[config.mk]
export PLATFORM = sky130hd
export DESIGN_NAME = cc_out_capture
export DESIGN_NICKNAME = d
export VERILOG_FILES = /design/src/rtl/cc_out_capture.sv
export SDC_FILE = /design/constraint.sdc
export NUM_CORES = 1
export LEC_CHECK = 0
export ABC_AREA = 0
export BUFFER_PORTS_ARGS = -buffer_cell sky130_fd_sc_hd__buf_2
export CORE_MARGIN = 2
export CORE_UTILIZATION = 25
export CTS_CLUSTER_SIZE = 40
export DETAILED_ROUTE_END_ITERATION = 6
export SLEW_MARGIN = 20
export SYNTH_ARGS = -nofsm -noshare
export SYNTH_HDL_FRONTEND = slang
export SYNTH_SLANG_ARGS = --single-unit
[constraint.sdc]
create_clock -name clock -period 3.4 [get_ports clock]
set_clock_uncertainty 0.05 [all_clocks]
set_input_delay 0.17 -clock clock [delete_from_list [all_inputs] [get_ports clock]]
set_output_delay 0.17 -clock clock [all_outputs]
set_load 0.01 [all_outputs]
[src/rtl/cc_out_capture.sv]
// cc_out_capture
//   Captures 20-bit cc output vectors into a 4-deep FIFO. Each entry is
//   tagged with a 4-bit sequence number. The head entry is presented on
//   registered outputs.
//
// Ports
//   clock     : sole clock, rising edge
//   resetn    : synchronous reset, active low
//   in_valid  : capture in_po this cycle
//   in_po     : cc output vector po19..po00
//   flush     : discard all buffered entries
//   out_valid : out_data/out_seq/out_par hold the head entry
//   out_ready : consumer takes the head entry this cycle
//   out_data  : oldest buffered vector
//   out_seq   : capture tag of out_data
//   level     : number of buffered entries, 0..4
//   drop_cnt  : captures lost to a full buffer, saturates at 255
//   out_par   : XOR of out_data (0 when parity is disabled)
//
// Build option
//   CC_CAPTURE_PARITY_EN : store a parity bit per entry and drive out_par.
//                          When undefined, out_par is tied to 0.

module cc_out_capture (
    input  logic        clock,
    input  logic        resetn,
    input  logic        in_valid,
    input  logic [19:0] in_po,
    input  logic        flush,
    output logic        out_valid,
    input  logic        out_ready,
    output logic [19:0] out_data,
    output logic [3:0]  out_seq,
    output logic [2:0]  level,
    output logic [7:0]  drop_cnt,
    output logic        out_par
);

    localparam int DEPTH = 4;

    typedef enum logic {ST_RUN = 1'b0, ST_FLUSH = 1'b1} state_e;

    state_e      state_q, state_d;
    logic [19:0] data_q [DEPTH];
    logic [19:0] data_d [DEPTH];
    logic [3:0]  tagm_q [DEPTH];
    logic [3:0]  tagm_d [DEPTH];
    logic [1:0]  rd_ptr_q, rd_ptr_d;
    logic [1:0]  wr_ptr_q, wr_ptr_d;
    logic [2:0]  level_q, level_d;
    logic [3:0]  tag_q, tag_d;
    logic [7:0]  drop_q, drop_d;
    logic        out_valid_q, out_valid_d;
    logic [19:0] out_data_q, out_data_d;
    logic [3:0]  out_seq_q, out_seq_d;

    logic flushing, pop, push, drop;

`ifdef CC_CAPTURE_PARITY_EN
    logic par_q [DEPTH];
    logic par_d [DEPTH];
    logic out_par_q, out_par_d;
`endif

    always_comb begin
        state_d  = flush ? ST_FLUSH : ST_RUN;
        data_d   = data_q;
        tagm_d   = tagm_q;
        rd_ptr_d = rd_ptr_q;
        wr_ptr_d = wr_ptr_q;
        level_d  = level_q;
        tag_d    = tag_q;
        drop_d   = drop_q;
`ifdef CC_CAPTURE_PARITY_EN
        par_d    = par_q;
`endif

        // The cycle that raises flush and every cycle spent in FLUSH ignore
        // both sides of the FIFO; flush wins over a simultaneous push/pop.
        flushing = flush || (state_q == ST_FLUSH);
        pop      = out_valid_q && out_ready && !flushing;
        push     = in_valid && !flushing && ((level_q != 3'(DEPTH)) || pop);
        drop     = in_valid && !flushing && (level_q == 3'(DEPTH)) && !pop;

        if (flushing) begin
            level_d  = '0;
            rd_ptr_d = '0;
            wr_ptr_d = '0;
        end else begin
            if (push) begin
                data_d[wr_ptr_q] = in_po;
                tagm_d[wr_ptr_q] = tag_q;
`ifdef CC_CAPTURE_PARITY_EN
                par_d[wr_ptr_q]  = ^in_po;
`endif
                wr_ptr_d = wr_ptr_q + 2'd1;
                tag_d    = tag_q + 4'd1;
            end
            if (pop)
                rd_ptr_d = rd_ptr_q + 2'd1;
            level_d = level_q + {2'b00, push} - {2'b00, pop};
        end

        if (drop && (drop_q != 8'hFF))
            drop_d = drop_q + 8'd1;

        // Head is taken from the next-state storage so a push into an empty
        // buffer shows up on the outputs right after the capturing edge.
        // While the head is not popped its slot is never written, so the
        // registered outputs stay stable under back-pressure.
        out_valid_d = (level_d != 3'd0);
        out_data_d  = data_d[rd_ptr_d];
        out_seq_d   = tagm_d[rd_ptr_d];
`ifdef CC_CAPTURE_PARITY_EN
        out_par_d   = par_d[rd_ptr_d];
`endif
    end

    always_ff @(posedge clock) begin
        if (!resetn) begin
            state_q     <= ST_RUN;
            rd_ptr_q    <= '0;
            wr_ptr_q    <= '0;
            level_q     <= '0;
            tag_q       <= '0;
            drop_q      <= '0;
            out_valid_q <= 1'b0;
            out_data_q  <= '0;
            out_seq_q   <= '0;
`ifdef CC_CAPTURE_PARITY_EN
            out_par_q   <= 1'b0;
`endif
        end else begin
            state_q     <= state_d;
            rd_ptr_q    <= rd_ptr_d;
            wr_ptr_q    <= wr_ptr_d;
            level_q     <= level_d;
            tag_q       <= tag_d;
            drop_q      <= drop_d;
            out_valid_q <= out_valid_d;
            out_data_q  <= out_data_d;
            out_seq_q   <= out_seq_d;
`ifdef CC_CAPTURE_PARITY_EN
            out_par_q   <= out_par_d;
`endif
        end
        // Entry storage needs no reset: it is only visible through a valid head.
        data_q <= data_d;
        tagm_q <= tagm_d;
`ifdef CC_CAPTURE_PARITY_EN
        par_q  <= par_d;
`endif
    end

    assign out_valid = out_valid_q;
    assign out_data  = out_data_q;
    assign out_seq   = out_seq_q;
    assign level     = level_q;
    assign drop_cnt  = drop_q;
`ifdef CC_CAPTURE_PARITY_EN
    assign out_par   = out_par_q;
`else
    assign out_par   = 1'b0;
`endif

endmodule

==> results.cfg <==
[status]
status = complete, no violations

[drt]
wl_per_cell_um = 14.9
drtPass1Iterations = 4
first_iter_violations = 172
final_antenna_net_count = 0
wl_met3_um = 413
via_per_inst = 4.42
vias = 3527
routed_wl_mm = 11.9
wl_met2_mm = 5.94
highest_layer = met4
drc = 0
drt-met1-wl_mm = 5.41

[setup_path]
path_cells = or3b_1 > o21ba_1 > inv_1 > ha_1 > inv_1 > ha_1 > inv_1 > fa_1 > xor2_1 > xnor2_1 > nor2_1 > or3_1
cp_common_cell = inv_1
cp_data_arrival_time_ns = 3.14
crit_family = simple AND/OR/NAND/NOR gates
crit_start = level[1]
start_kind = register
worst-endpoint-required_ns = 3.65
path_max_fanout = 5
crit_path_end_kind = register
max_stage_delay_ns = 0.55
cpMaxStageDelayCell = or3b_1
critPathBufInv = 3
path_class = register to register
r2r-start = level[1]

[timing]
fin_crit_sh_pct = 85.0
relSlewSlack_pct = 50.8
rsz0062_at_grt = false
finalHoldViolCount = 0
setup_viol = 0
period_minus_slack_ns = 2.89
slew_violations = 0
final.setup.tns_ns = 0
fmax_mhz = 346
fin_ws_ns = 0.511
worstMarginPinSlew_ns = 0.734

[synth]
synth-main-ff-cell = dfxtp_1
synthArstFlopShare_pct = 0
yosysUniqueCellTypes = 42
synth_edf_count = 0
ys_ff_latch = 141
synthCells = 430
seq_area_frac_synth_pct = 53.0
syn_area_per_cell_um2 = 12.4
synth_nets = 464
yosysWarnings = 0
syn_area_um2 = 5330

[min_path]
min_from = in_po[13]
hp-class = primary input to register

[clock_tree]
h-tree-depth = 4
numCtsBuffers = 17
clkTransAtPathRegs_ns = 0.06
clk_path_buf_depth = 2
clock_sinks = 141
post-cts-setup-buffers = 0
worst_skew_pair.late_latency_ns = 0.41
clockRootBuffer = clkbuf_16
cts_tree = yes

[floorplanning]
initial_core_util_pct = 25.4
core_region_area_um2 = 21000
die_w_um = 150
rows = 53
die_y_um = 150
fp.dieArea_um2 = 22500
boundaryPins = 62

[placed_design]
dp_slack_ns = 0.517
portBuffers = 60
dp_hpwl_mm = 7.58
gp_congestion = 0.711

[layout]
area_growth_pct = 26.1
final_layout_size_suffix_gt1_share_pct = 34.8
nets = 545
antenna_cells = 0

[power]
p_leak_nw = 2.96
ir_drop_mv = 0.323
power_density_nw_per_um2 = 583

[global_route]
grt.overflow.total = 0
antenna_found_initial = 0
track_usage_pct = 11.0
grt_pass1_vias = 3669
grt_max_degree = 33
grt_pass1_wl_mm = 19.0

[job]
maxCapViolCount = 0
==> Yosys cell counts (all sizes together) (2+ instances only) <==
library cell	count	area (um2)
a211o	24	210
a21oi	4	20.0
a32o	24	240
and2	2	12.5
and3	5	31.3
buf	13	85.1
clkbuf	13	48.8
dfxtp	141	2820
ha	8	100
inv	6	22.5
mux2	96	1080
mux2i	5	50.1
nand2	7	33.8
nand2b	3	18.8
nand3	7	35.0
nand4	4	25.0
nor2	14	52.6
nor2b	25	156
o2111ai	3	56.3
or3b	3	26.3
xnor2	4	35.0
xor2	6	52.6
==> final timing paths <==
path / endpoint / slack, ns / depth (start not counted)
setup / recovery: out_valid / 0.51 / 12
hold / removal: data_q[33] / 0.02 / 2
setup reg to reg: out_valid / 0.51 / 12
hold reg to reg: data_q[11] / 0.42 / 1
==> layout make-up <==
class | count | area [um2]
fill | 2128 | 14200
tap | 275 | 344
clock buffer | 19 | 453
multi-input combinational | 256 | 2370
clock inverter | 12 | 124
sequential | 141 | 2820
timing repair buffer | 88 | 573
inverter | 7 | 26.3
==> metal layers <==
layer	track usage [%]	up-vias
met3	3.17	11
met4	3.35	0
met5	0	-
met2	19.2	58
met1	13.1	1730
li1	-	1728
==> through the flow <==
stage / hold slack, ns / total power, W / std cells / util [%] / area, um2
2_1_floorplan: 0.242 / 0.00203 / 430 / - / 5330
3_3_place_gp: 0.387 / 0.00212 / 747 / 28.3 / 5940
3_5_place_dp: 0.388 / 0.00214 / 747 / 28.3 / 5940
4_1_cts: 0.00903 / 0.00397 / 798 / 32.0 / 6720
5_1_grt: 0.0180 / 0.00409 / 798 / 32.1 / 6720
6_report: 0.0225 / 0.00392 / 798 / 32.1 / 6720
==> layout by cell type (no fill, tap or decap), types with 8 or more instances in the layout <==
master,count
a32o_1,24
nor2_1,14
buf_2,60
dlygate4sd3_1,20
mux2_1,24
clkbuf_16,17
ha_1,8
inv_6,8
dfxtp_1,141
mux2_2,72
nor2b_1,24
a211o_1,24
==> kinds of logic after synthesis <==
kind of cell    count (synthesis)  synth area share, %
xor+xnor                       10                 1.64
fa+ha+maj                       9                 2.26
other cells                     1               0.0704
buf+inv                        33                 3.01
mux                           101                 21.2
simple gates                   76                 8.22
compound gates                 59                 10.6
flops                         141                 53.0
==> state kept, by name (all words and copies together) (netlist names), 2 cells and up <==
name      flops
drop_cnt      8
data_q       80
rd_ptr_q      2
out_data     20
tag_q         4
wr_ptr_q      2
tagm_q       16
level         3
out_seq       4
==> worst reg2reg max path, stage by stage, from the launching register on <==
cell     delay [ns]
dfxtp_1        0.35
or3b_1         0.55
o21ba_1        0.25
inv_1          0.07
ha_1           0.23
inv_1          0.06
ha_1           0.13
inv_1          0.05
fa_1           0.36
xor2_1         0.16
xnor2_1        0.16
nor2_1         0.07
or3_1          0.31
==> timing repair <==
action	CTS	global route
hold buffers	20	0
gates resized for setup	0	0
hold endpoints to repair	76	0
==> power breakdown <==
part	leakage (nW)	total [W]	internal, W	switching (W)
Clock	0.279	0.00180	0.00106	0.000743
Combinational	1.52	0.000303	0.000164	0.000139
Sequential	1.15	0.00181	0.00178	0.0000321
Total	2.96	0.00392	0.00300	0.000914
(Power assumes the default switching activity.)
